File: src/rtl/seq_det_pkg.sv
// Shared types, defaults and helpers for the programmable serial pattern detector.
package seq_det_pkg;

  localparam int unsigned SEQ_MAX_LEN = 16;
  localparam int unsigned SEQ_LEN_W   = $clog2(SEQ_MAX_LEN + 1);

  typedef logic [SEQ_MAX_LEN-1:0] pat_t;

  typedef enum logic {
    MODE_NOVL = 1'b0,
    MODE_OVL  = 1'b1
  } ovl_mode_e;

  // Low-order mask with 'len' ones; callers cast down to their pattern width.
  function automatic logic [31:0] mask(input int unsigned len);
    logic [31:0] m;
    m = '0;
    for (int unsigned i = 0; i < 32; i++) begin
      m[i] = (i < len);
    end
    return m;
  endfunction

endpackage

File: src/rtl/seq_det_hist.sv
// Serial history shift register plus saturating fill counter.
// shift=1 takes x into bit 0 and advances fill toward len; with clr=1 on the
// same edge the history keeps shifting but fill restarts from zero.
// clr=1 without shift empties both history and fill.
module seq_det_hist #(
  parameter int unsigned MAX_LEN = 16,
  parameter int unsigned LEN_W   = 5
) (
  input  logic               clk,
  input  logic               rst,
  input  logic               clr,
  input  logic               shift,
  input  logic               x,
  input  logic [LEN_W-1:0]   len,
  output logic [MAX_LEN-1:0] hist,
  output logic [LEN_W-1:0]   fill
);

  // History shift and saturating valid-bit count.
  always_ff @(posedge clk or posedge rst) begin
    if (rst) begin
      hist <= '0;
      fill <= '0;
    end else if (shift) begin
      hist <= {hist[MAX_LEN-2:0], x};
      fill <= clr ? '0 : ((fill >= len) ? len : fill + 1'b1);
    end else if (clr) begin
      hist <= '0;
      fill <= '0;
    end
  end

endmodule

File: src/rtl/seq_detec_prog.sv
// Runtime-programmable serial bit-pattern detector.
// Optional match counter enabled by defining SEQ_DET_CNT_EN.
module seq_detec_prog
  import seq_det_pkg::*;
#(
  parameter int unsigned         MAX_LEN = SEQ_MAX_LEN,
  parameter int unsigned         LEN_W   = $clog2(MAX_LEN + 1),
  parameter logic [MAX_LEN-1:0]  DEF_PAT = MAX_LEN'(16'h0036),
  parameter int unsigned         DEF_LEN = 6,
  parameter bit                  DEF_OVL = 1'b1,
  parameter int unsigned         CNT_W   = 8
) (
  input  logic               clk,
  input  logic               rst,
  input  logic               x,
  input  logic               x_vld,
  input  logic               pat_ld,
  input  logic [MAX_LEN-1:0] pat_in,
  input  logic [LEN_W-1:0]   len_in,
  input  logic               ovl_in,
  output logic               z
`ifdef SEQ_DET_CNT_EN
  ,
  output logic [CNT_W-1:0]   match_cnt
`endif
);

  logic [MAX_LEN-1:0] r_pat;
  logic [LEN_W-1:0]   r_len;
  ovl_mode_e          r_ovl;
  logic               r_z;

  logic [MAX_LEN-1:0] w_hist;
  logic [LEN_W-1:0]   w_fill;
  logic [LEN_W-1:0]   w_fill_n;
  logic [LEN_W-1:0]   w_len_ld;
  logic [MAX_LEN-1:0] w_mask;
  logic               w_shift;
  logic               w_match;
  logic               w_hit;
  logic               w_clr;

  // A zero or oversized length selects the full pattern width.
  assign w_len_ld = ((len_in == '0) || (len_in > LEN_W'(MAX_LEN))) ? LEN_W'(MAX_LEN) : len_in;

  assign w_mask   = MAX_LEN'(mask(32'(r_len)));
  assign w_shift  = x_vld & ~pat_ld;
  assign w_fill_n = (w_fill >= r_len) ? r_len : w_fill + 1'b1;

  // Compare against the post-shift history; the bit shifted out of the MSB
  // is carried along but always masked off.
  assign w_match  = ({w_hist, x} & {1'b0, w_mask}) == {1'b0, r_pat & w_mask};
  assign w_hit    = w_shift & (w_fill_n == r_len) & w_match;
  assign w_clr    = pat_ld | (w_hit & (r_ovl == MODE_NOVL));

  seq_det_hist #(
    .MAX_LEN (MAX_LEN),
    .LEN_W   (LEN_W)
  ) u_hist (
    .clk   (clk),
    .rst   (rst),
    .clr   (w_clr),
    .shift (w_shift),
    .x     (x),
    .len   (r_len),
    .hist  (w_hist),
    .fill  (w_fill)
  );

  // Pattern configuration registers, reloaded by the load strobe.
  always_ff @(posedge clk or posedge rst) begin
    if (rst) begin
      r_pat <= DEF_PAT;
      r_len <= LEN_W'(DEF_LEN);
      r_ovl <= ovl_mode_e'(DEF_OVL);
    end else if (pat_ld) begin
      r_pat <= pat_in;
      r_len <= w_len_ld;
      r_ovl <= ovl_mode_e'(ovl_in);
    end
  end

  // Registered single-cycle match pulse.
  always_ff @(posedge clk or posedge rst) begin
    if (rst) begin
      r_z <= 1'b0;
    end else begin
      r_z <= w_hit;
    end
  end

  assign z = r_z;

`ifdef SEQ_DET_CNT_EN
  logic [CNT_W-1:0] r_cnt;

  // Saturating match counter, cleared whenever a new pattern is loaded.
  always_ff @(posedge clk or posedge rst) begin
    if (rst) begin
      r_cnt <= '0;
    end else if (pat_ld) begin
      r_cnt <= '0;
    end else if (w_hit && (r_cnt != '1)) begin
      r_cnt <= r_cnt + 1'b1;
    end
  end

  assign match_cnt = r_cnt;
`endif

endmodule

File: config.mk
export PLATFORM = sky130hd
export DESIGN_NAME = seq_detec_prog
export DESIGN_NICKNAME = d
export VERILOG_FILES = /design/src/rtl/seq_det_pkg.sv /design/src/rtl/seq_det_hist.sv /design/src/rtl/seq_detec_prog.sv
export SDC_FILE = /design/constraint.sdc
export NUM_CORES = 1
export LEC_CHECK = 0
export ABC_CLOCK_PERIOD_IN_PS = 3200
export BUFFER_PORTS_ARGS = -buffer_cell sky130_fd_sc_hd__buf_4
export CORE_MARGIN = 2
export CORE_UTILIZATION = 40
export DETAILED_ROUTE_END_ITERATION = 8
export PLACE_DENSITY = 0.61
export SLEW_MARGIN = 20
export SYNTH_ARGS = -nofsm -noshare
export SYNTH_HDL_FRONTEND = slang
export SYNTH_SLANG_ARGS = --single-unit
File: constraint.sdc
create_clock -name clk -period 3.2 [get_ports clk]
set_input_delay 0.16 -clock clk [delete_from_list [all_inputs] [get_ports clk]]
set_output_delay 0.16 -clock clk [all_outputs]
set_load 0.1 [all_outputs]
Word-level counts from Yosys, hierarchy flattened:

Index checks and enable logic that the tools add are counted.

* output and inout bits: 1
* flip-flop bits (word level): 44
* word-level logic and storage cells: 46

* equality and inequality tests: 2
* bitwise logic cells: 9
* reductions and logical operators: 3
* mux-type cells: 7
* $lt $le $gt $ge: 18
* add/sub/neg operators: 1

Operators by type and width (count)
* $lt A4 B5 Y1 const A: 8
* $mux W16: 2
* $mux W5: 5
* $lt A3 B5 Y1 const A: 4
* $and A17 B16 Y17: 1
* $eq A17 B16 Y1: 1
* $and A16 B16 Y16: 1
* $lt A1 B5 Y1 const A: 2
* $lt A2 B5 Y1 const A: 2
* $add A5 B1 Y5 const B: 1
* $eq A5 B5 Y1: 1
* $ge A5 B5 Y1: 1
* $gt A5 B5 Y1 const B: 1
* $logic_not A5 Y1: 1
* $and A1 B1 Y1: 4
* $not A1 Y1: 2
* $reduce_bool A2 Y1: 1
* $logic_or A1 B1 Y1: 1
* $or A1 B1 Y1: 1

Logic depth before layout (Yosys ltp):

Gate-level depths: netlist of run 1.

* depth after elaboration: 9
* mapped depth: 9
* depth with buffers taken out: 8

Cells and area by module:

A second synthesis of run 1 with hierarchy kept.

* cell total of the unflattened synthesis: 243
* area total of the unflattened synthesis: 2536.2 µm²

Modules (own cells, without submodules)
* seq_detec_prog: cells an instance 141, area an instance 1488.9 µm², sequential area each 584.3 µm², instances 1
* seq_det_hist: cells an instance 102, area an instance 1047.3 µm², sequential area each 525.5 µm², instances 1

Least setup slack after synthesis of run 1:

Ideal clock, no wire load.

* path type: register to register
* start: register r_len[2]
* end: register u_hist.fill[3]
* cell stages (with the launch flop): 10
* required time: 3.059 ns
* buffers on the path: 1
* setup slack: 0.786 ns
* arrival time: 2.274 ns
* period minus slack after synthesis: 2.414 ns
* library setup time: 0.141 ns
* path through: dfstp_2 > buf_2 > inv_1 > ha_1 > a21o_1 > a31oi_1 > o21ai_1 > a21oi_1 > nor4_4 > nor4_1

* longest elaborated chain between the ends: 9

Ends and longest elaborated chain
* start: declaration: line seq_detec_prog.sv:29 `logic [LEN_W-1:0] r_len;`
* start signal: assignment: line seq_detec_prog.sv:74 `r_len <= LEN_W'(DEF_LEN);`
* start signal: assignment: line seq_detec_prog.sv:78 `r_len <= w_len_ld;`
* $ge A5 B5 Y1: line seq_det_hist.sv:26, seq_detec_prog.sv:48
* $mux W5: line seq_det_hist.sv:26, seq_detec_prog.sv:48
* $eq A5 B5 Y1: line seq_detec_prog.sv:53 `assign w_hit = w_shift & (w_fill_n == r_len) & w_match;`
* $and A1 B1 Y1 (2 in series): line seq_detec_prog.sv:53
* $and A1 B1 Y1: line seq_detec_prog.sv:54 `assign w_clr = pat_ld | (w_hit & (r_ovl == MODE_NOVL));`
* $or A1 B1 Y1: line seq_detec_prog.sv:54
* $mux W5: line seq_det_hist.sv:26 `fill <= clr ? '0 : ((fill >= len) ? len : fill + 1'b1);`
* $mux W5: line seq_det_hist.sv:24 `end else if (shift) begin`
* end signal: assignment: line seq_det_hist.sv:26
* end: declaration: line seq_det_hist.sv:16 `output logic [LEN_W-1:0] fill`

Several ways; a longest one is shown, not always the timed one.
A chain may end at the register's enable or synchronous reset.

Final worst setup path of run 1:

Ends and elaborated chain as after synthesis.

==> flow_metrics.env, run 1 <==
export IMPL_synth_top_area_share_pct=37.5
export IMPL_grt_pass1_wl_mm=8.00
export IMPL_gp_congestion=0.843
export IMPL_hold_viol_final=0
export IMPL_rsz0062_at_grt="no"
export IMPL_yosys_area_top_type="dfrtp_1"
export IMPL_p_comb_share_pct=18.4
export IMPL_period_needed_ps=2630
export IMPL_cp_start_kind="register"
export IMPL_vdd_drop_max_uv=245
export IMPL_place_area_mm2=0.00262
export IMPL_utilization_pct=46.9
export IMPL_ys_top_cells_by_count="dfrtp_1, nor2_1, mux2i_1"
export IMPL_timing_reg2reg_setup_slack_ps=570
export IMPL_cp_end_kind="register"
export IMPL_num_io_pins=28
export IMPL_internal_power_uw=957
export IMPL_power_share_sequential_pct=48.4
export IMPL_power_mw=1.30
export IMPL_htreeDepth=2
export IMPL_max_freq_mhz=381
export IMPL_dp_cells=313
export IMPL_drtIter0Drc=87
export IMPL_period_share_pct=82.1
export IMPL_finClkSkew_ps=4.75
export IMPL_fin_cells=321
export IMPL_timing_hold_ws_ps=1.13
export IMPL_worst_path_largest_cell_delay_ps=650
export IMPL_synthesis_nets=258
export IMPL_hold_path_class="input port to asynchronous set/reset pin"
export IMPL_cts_sinks=43
export IMPL_cp_data_arrival_time_ps=2780
export IMPL_synth_cells=224
export IMPL_ys_warn_count=0
export IMPL_cts_inserted_buffers=5
export IMPL_routed_via_density=5.16
export IMPL_swShare_pct=26.3
export IMPL_worstPathMaxFanout=11
export IMPL_cts_resized=0
export IMPL_dr_pass1_iters=4
export IMPL_synth_top_cells_by_area="dfrtp_1, mux2i_1, mux2_2"
export IMPL_async_flop_share_pct=100
export IMPL_ff2ff_path_depth=8
export IMPL_die_x_um=81.5
export IMPL_powerDensity_mw_per_mm2=473
export IMPL_globalRouteOverflowTotal=0
export IMPL_finalWirelength_mm=4.52
export IMPL_yosys_register_bits=43
export IMPL_synth_distinct_cells=43
export IMPL_core_area_mm2=0.00585
export IMPL_cts_setup_buffers=0
export IMPL_grt_start_max_net_pins=46
export IMPL_antenna_found_initial=0
export IMPL_cap_violations=0
export IMPL_vias=1657
export IMPL_maxSlewViolCount=0
export IMPL_syn_cell_area_mm2=0.00240
export IMPL_final_setup_tns_ps=0
export IMPL_slew_headroom_pct=50.3
export IMPL_finalSetupViolations=0
export IMPL_switching_power_uw=341
export IMPL_required_ps=3350
export IMPL_wl_per_cell_um=14.1
export IMPL_cpLargestDelayFamily="compound AO/OA/AOI/OAI gates"
export IMPL_power_frac_clock_pct=33.3
export IMPL_grt_use_total_pct=15.7
export IMPL_path_cells="inv_1 > ha_1 > a21o_1 > a31oi_1 > o21ai_1 > a21oi_1 > nor4_4 > nor4_1"
export IMPL_tightest_slew_ps=741
export IMPL_synth_edff_count=0
export IMPL_p_leak_nw=1.23
export IMPL_die_height_um=81.5
export IMPL_route_detailed_drc=0
export IMPL_drive_above_1_share_pct=26.4
export IMPL_cpMaxStageDelayCell="dfstp_2"
export IMPL_dp_slack_ps=595
export IMPL_start_util_pct=41.0
export IMPL_rr_startpoint="r_len[2]"
export IMPL_avgSynthCellArea_um2=10.7
export IMPL_synth_most_common_cell="dfrtp_1"
export IMPL_die_area_mm2=0.00664
export IMPL_design_area_mm2=0.00274
export IMPL_grt_pass1_vias=1678
export IMPL_nets=279
export IMPL_ys_flop_type="dfrtp_1"
export IMPL_io_buffers=27
export IMPL_postCtsHoldBufs=0
export IMPL_outcome="finished clean"
export IMPL_clk_latency_ps=290
export IMPL_area_growth_pct=14.2
export IMPL_cts_buffer_depth=2
export IMPL_cts_root_buf="clkbuf_8"
export IMPL_dp_hpwl_mm=3.23
export IMPL_cp_num_buf_inv=1
export IMPL_crit_type="register to register"
export IMPL_cts_tree="done"
export IMPL_row_count=28
export IMPL_clk_transition_reported_paths_ps=80
export IMPL_seq_area_frac_synth_pct=45.2
export IMPL_ant_nets=0
export IMPL_setup_ws_ps=572
export IMPL_antennaDiodeCount=0
export IMPL_regToRegEndpoint="u_hist.fill[3]"
-- power by group through the flow --
stage	logic [mW]	clock network (mW)	registers (mW)
2_1_floorplan	0.202	0	0.614
3_3_place_gp	0.238	0	0.637
3_5_place_dp	0.240	0	0.639
4_1_cts	0.241	0.444	0.628
5_1_grt	0.267	0.468	0.635
6_report	0.238	0.432	0.628
-- final cells by class --
| class | instances | area (µm²) |
|---|---|---|
| clock buffers | 6 | 82.6 |
| clock inverters | 2 | 35.0 |
| fillers | 560 | 3110 |
| inverters | 8 | 30.0 |
| multi-input cells | 159 | 1200 |
| flip-flops and latches | 43 | 1080 |
| well taps | 75 | 93.8 |
| repair buffers | 28 | 210 |
-- flip-flops by register name, summed over array words and instances (netlist names) --
signal,cells
r_len,5
r_ovl,1
r_pat,16
u_hist.fill,5
u_hist.hist,15
z,1
-- layer usage --
metal | share of wire [%] | vias to the layer above | track usage, %
met2 | 50 | 23 | 25.7
met1 | 47 | 813 | 21.0
li1 | - | 819 | -
met4 | 0.53 | 0 | 4.75
met3 | 2.6 | 2 | 3.08
met5 | 0 | - | 0
-- logic make-up (layout without fill, tap and decap cells) --
group	Yosys count	in the layout	share of synthesized area, %
and+or+nand+nor	58	58	13.1
DFF	43	43	45.2
muxes	38	38	16.7
AOI/OAI and AO/OA	32	32	7.97
xor gates and xnor gates	24	24	8.75
buffers and inverters	22	44	4.64
adders and majority gates	7	7	3.65
-- placed cells by master (no fill, tap or decap), types with 2 or more instances in the layout --
cell type / n
a211o_1: 2
a21oi_1: 12
nor3_1: 4
ha_1: 7
o21ai_0: 6
buf_4: 28
clkbuf_8: 6
nor2_1: 23
dfstp_2: 7
nand4_1: 2
nand3_1: 3
dfrtp_1: 36
or4_1: 3
a31oi_1: 3
nand2_1: 9
mux2i_1: 21
nand2b_1: 2
xor2_1: 9
mux2_2: 17
nor2b_1: 2
inv_1: 8
xnor2_1: 15
o22ai_1: 2
-- worst register-to-register path, stage by stage, from the launching register on --
cell and delay [ps]:
dfstp_2 650, inv_1 80, ha_1 300, a21o_1 110
a31oi_1 50, o21ai_1 610, a21oi_1 190, nor4_4 400
nor4_1 110
-- how the worst max path moves through the flow --
stage,to,slack [ps],cells after the start,start
after detailed placement,u_hist.fill[3],590,8,r_len[2]
final,u_hist.fill[3],570,8,r_len[2]
after global placement,u_hist.fill[3],630,8,r_len[2]
after global routing,u_hist.fill[3],390,8,r_len[2]
after floorplan,u_hist.fill[3],790,9,r_len[2]
after CTS,u_hist.fill[3],580,8,r_len[2]
Power figures use the tool's default switching activity.
==> run 2: changes to the inputs <==
- ABC_CLOCK_PERIOD_IN_PS: 3200 -> 2200
- PLACE_DENSITY: 0.61 -> 0.63
- clock period: 3.2 -> 2.2 ns (I/O delays scaled with it)
==> run 2 against run 1 <==
Compared with the run above:
- sequential share of layout area down 2.6 points
- largest cell class unchanged
- largest power group unchanged
- combinational power is 97% higher
- critical path depth shrank 2
- global-route usage up 0.91 points
- register-to-register slack worse by 550 ps
- maximum frequency increased by 21%
- critical path type unchanged
==> flow_metrics.env, run 2 (same netlist as run 1, synthesis figures left out) <==
export IMPL_outcome="finished clean"
export IMPL_drtIter0Drc=78
export IMPL_power_share_sequential_pct=47.4
export IMPL_grt_use_total_pct=16.6
export IMPL_grt_pass1_wl_mm=8.40
export IMPL_cap_violations=0
export IMPL_p_leak_nw=1.32
export IMPL_maxSlewViolCount=0
export IMPL_dp_slack_ps=20.4
export IMPL_start_util_pct=41.0
export IMPL_area_growth_pct=22.7
export IMPL_vias=1739
export IMPL_finClkSkew_ps=5.78
export IMPL_finalSetupViolations=0
export IMPL_cp_end_kind="register"
export IMPL_clk_latency_ps=280
export IMPL_utilization_pct=50.4
export IMPL_htreeDepth=2
export IMPL_drive_above_1_share_pct=35.5
export IMPL_cts_sinks=43
export IMPL_internal_power_mw=1.39
export IMPL_hold_viol_final=0
export IMPL_clk_transition_reported_paths_ps=80
export IMPL_mostFrequentLayoutCell="buf_4"
export IMPL_required_ps=2350
export IMPL_num_io_pins=28
export IMPL_period_needed_ps=2170
export IMPL_worstPathMaxFanout=5
export IMPL_period_share_pct=98.8
export IMPL_p_comb_share_pct=24.5
export IMPL_switching_power_uw=529
export IMPL_cts_root_buf="clkbuf_8"
export IMPL_rsz0062_at_grt="yes"
export IMPL_slew_headroom_pct=65.0
export IMPL_route_detailed_drc=0
export IMPL_ant_nets=0
export IMPL_grt_pass1_vias=1714
export IMPL_crit_type="register to register"
export IMPL_routed_via_density=5.11
export IMPL_max_freq_mhz=460
export IMPL_io_buffers=27
export IMPL_power_frac_clock_pct=28.2
export IMPL_hold_path_class="input port to register"
export IMPL_gp_congestion=0.826
export IMPL_antenna_found_initial=0
export IMPL_grt_start_max_net_pins=45
export IMPL_largest_reg_flops=16
export IMPL_powerDensity_mw_per_mm2=650
export IMPL_row_count=28
export IMPL_finalWirelength_mm=4.84
export IMPL_die_x_um=81.5
export IMPL_cp_data_arrival_time_ps=2320
export IMPL_final_setup_tns_ps=0
export IMPL_dr_pass1_iters=4
export IMPL_vdd_drop_max_uv=379
export IMPL_cts_buffer_depth=2
export IMPL_cts_inserted_buffers=5
export IMPL_globalRouteOverflowTotal=0
export IMPL_largestRegisters="r_pat: 16 flops, u_hist.hist: 15 flops"
export IMPL_antennaDiodeCount=0
export IMPL_core_area_mm2=0.00585
export IMPL_die_height_um=81.5
export IMPL_die_area_mm2=0.00664
export IMPL_swShare_pct=27.6
export IMPL_regMostFlops="r_pat"
export IMPL_cp_start_kind="register"
export IMPL_dp_hpwl_mm=3.52
export IMPL_setup_ws_ps=25.5
export IMPL_tightest_slew_ps=525
export IMPL_mostFrequentLayoutCells="buf_4, dfrtp_1, nor2_1"
export IMPL_nets=298
export IMPL_cts_tree="done"
export IMPL_wl_per_cell_um=14.2
## run 2: cell count changes in the layout (fill, tap and decap cells not counted), moves of 2 or more
cell / delta
a21oi_1: -2
dfrtp_1: -3
dfrtp_2: +3
buf_4: +17
## run 2: worst max-delay path: stages, from the launching register on
cell     delay [ps]
dfrtp_2         470
nor3_4          180
a21oi_1          80
or4_1           530
or3_4           430
nor4_4          260
nor4_1          100
## run 2: power by group through the flow
stage	sequential (mW)	clock, mW	combinational (mW)
3_3_place_gp	0.916	0	0.406
5_1_grt	0.915	0.592	0.519
6_report	0.907	0.539	0.468
2_1_floorplan	0.893	0	0.301
3_5_place_dp	0.917	0	0.411
4_1_cts	0.902	0.554	0.420
## run 2: path summary, 6_finish.rpt
kind / startpoint / to / slack (ps) / cells past startpoint
worst max-delay path: r_len[3] / u_hist.fill[3] / 30 / 6
worst min-delay path: len_in[0] / r_len[0] / 50 / 3
worst max register to register: r_len[3] / u_hist.fill[3] / 30 / 6
worst min register to register: r_pat[12] / r_pat[12] / 530 / 1
max in group asynchronous: rst / r_ovl / 1320 / 4
min in group asynchronous: rst / u_hist.hist[2] / 500 / 4
## run 2: final cells by class
| type | count | area, µm² |
|---|---|---|
| timing repair buffer | 47 | 359 |
| clock buffer | 8 | 100 |
| tap | 75 | 93.8 |
| multi-input combinational | 159 | 1270 |
| sequential | 43 | 1090 |
| fill | 537 | 2900 |
| inverter | 8 | 30.0 |
## run 2: what timing repair did
action                     CTS  global route
buffers inserted             0             3
setup endpoints to repair    2             5
hold buffers                 1             0
hold endpoints to repair    36             0
resized for setup            1            14
pin swaps                    0             5
## run 2: metal layers
layer	GRT usage, %	wire [µm]
met1	23.3	2270
met2	26.1	2410
met3	3.52	120
met4	4.24	40
met5	0	0
## run 2: metrics by stage
stage | instances | area [µm²] | total power [mW] | hold WS (ps)
3_5_place_dp | 328 | 2740 | 1.33 | 288
4_1_cts | 337 | 2860 | 1.88 | 42.8
2_1_floorplan | 224 | 2410 | 1.19 | 216
3_3_place_gp | 328 | 2740 | 1.32 | 283
6_report | 340 | 2950 | 1.91 | 48.2
5_1_grt | 340 | 2950 | 2.03 | 39.5
==> run 3: changes to the inputs <==
- PLACE_DENSITY: 0.63 -> not set
==> run 3 against run 2 <==
Compared with the run above:
- clock power shrank 8.3%
- global-route usage shrank 0.086 points
- die area is the same
- hold slack lost 13 ps
- utilization shrank 1.2 points
- non-clock buffer count shrank 5
- critical path depth is the same
- cell count shrank 1.5%
- power shrank 4.5%
- register-to-register slack is essentially flat
- maximum frequency grew 0.21%
- clock skew shrank 2.2 ps
- critical path type unchanged
==> flow_metrics.env, run 3 (same netlist as run 1, synthesis figures left out) <==
export IMPL_max_freq_mhz=461
export IMPL_row_count=28
export IMPL_die_height_um=81.5
export IMPL_rsz0062_at_grt="yes"
export IMPL_finClkSkew_ps=3.55
export IMPL_crit_type="register to register"
export IMPL_routed_via_density=5.19
export IMPL_clk_latency_ps=290
export IMPL_drtIter0Drc=64
export IMPL_setup_ws_ps=30.0
export IMPL_dp_cells=325
export IMPL_gr_usage_met1_pct=22.5
export IMPL_cts_root_buf="clkbuf_8"
export IMPL_top_usage_layer="met2"
export IMPL_grt_start_max_net_pins=45
export IMPL_hold_path_class="input port to register"
export IMPL_final_setup_tns_ps=0
export IMPL_antennaDiodeCount=0
export IMPL_timing_hold_ws_ps=35.7
export IMPL_largestRegisters="r_pat: 16 flops, u_hist.hist: 15 flops"
export IMPL_htreeDepth=2
export IMPL_num_io_pins=28
export IMPL_hold_viol_final=0
export IMPL_regMostFlops="r_pat"
export IMPL_wl_per_cell_um=14.3
export IMPL_largest_reg_flops=16
export IMPL_p_leak_nw=1.28
export IMPL_dr_pass1_iters=4
export IMPL_cts_tree="done"
export IMPL_mostFrequentLayoutCells="buf_4, dfrtp_1, nor2_1"
export IMPL_core_area_mm2=0.00585
export IMPL_global_route_usage_met3_pct=3.30
export IMPL_slew_headroom_pct=63.5
export IMPL_cts_inserted_buffers=5
export IMPL_cp_data_arrival_time_ps=2340
export IMPL_design_area_mm2=0.00288
export IMPL_dp_hpwl_mm=3.46
export IMPL_place_area_mm2=0.00272
export IMPL_maxSlewViolCount=0
export IMPL_grt_pass1_vias=1687
export IMPL_ant_nets=0
export IMPL_finalWirelength_mm=4.78
export IMPL_power_mw=1.83
export IMPL_start_util_pct=41.0
export IMPL_cts_sinks=43
export IMPL_die_x_um=81.5
export IMPL_io_buffers=27
export IMPL_mostFrequentLayoutCell="buf_4"
export IMPL_grt_util_met2_pct=26.3
export IMPL_area_growth_pct=19.9
export IMPL_vdd_drop_max_uv=352
export IMPL_period_share_pct=98.6
export IMPL_antenna_found_initial=0
export IMPL_powerDensity_mw_per_mm2=635
export IMPL_worstPathMaxFanout=5
export IMPL_finalSetupViolations=0
export IMPL_period_needed_ps=2170
export IMPL_grt_use_total_pct=16.5
export IMPL_required_ps=2370
export IMPL_outcome="finished clean"
export IMPL_die_area_mm2=0.00664
export IMPL_dp_slack_ps=9.61
export IMPL_utilization_pct=49.2
export IMPL_fin_cells=335
export IMPL_cp_start_kind="register"
export IMPL_gp_congestion=0.834
export IMPL_cp_end_kind="register"
export IMPL_grt_pass1_wl_mm=8.24
export IMPL_drive_above_1_share_pct=34.6
export IMPL_cap_violations=0
export IMPL_route_detailed_drc=0
export IMPL_tightest_slew_ps=547
export IMPL_nets=293
export IMPL_globalRouteOverflowTotal=0
export IMPL_cts_buffer_depth=2
export IMPL_vias=1739
export IMPL_clk_transition_reported_paths_ps=80
[run 3: cell count changes in the layout (fill, tap and decap cells not counted), sizes merged]
cell,change
buf,-5
clkbuf,-3
clkinvlp,+2
clkinv,+1
[run 3: timing repair]
action	CTS	global route
setup endpoints to repair	0	5
resized for setup	0	13
endpoints found under the hold margin	36	0
buffers inserted	0	1
hold buffers	1	0
[run 3: report_power, final]
group	switching, mW	internal [mW]
Clock	0.273	0.221
Combinational	0.206	0.221
Sequential	0.0564	0.850
[run 3: layout make-up]
class / count / area (µm²)
tap: 75 / 93.8
fill: 527 / 2970
clock buffer: 5 / 68.8
multi-input combinational: 159 / 1260
clock inverter: 3 / 20.0
inverter: 8 / 30.0
sequential: 43 / 1090
timing repair buffer: 42 / 318
[run 3: critical path, stage by stage, from the launching register on]
cell     delay, ps
dfrtp_2        470
nor3_4         180
a21oi_1         70
or4_1          520
or3_4          430
nor4_4         270
nor2_1         100
[run 3: path summary, 6_finish.rpt]
check	startpoint	to	slack, ps	cells past startpoint
min in group asynchronous	rst	u_hist.hist[2]	490	4
worst min-delay path	len_in[1]	r_len[1]	40	3
worst max-delay path	r_len[3]	u_hist.fill[4]	30	6
max in group asynchronous	rst	u_hist.fill[0]	1300	4
worst max register to register	r_len[3]	u_hist.fill[4]	30	6
worst min register to register	r_pat[10]	r_pat[10]	540	1
[run 3: routing by layer]
metal / vias up / routed length, µm
met2: 22 / 2380
met4: 0 / 64
li1: 849 / -
met3: 5 / 109
met1: 863 / 2220
met5: - / 0
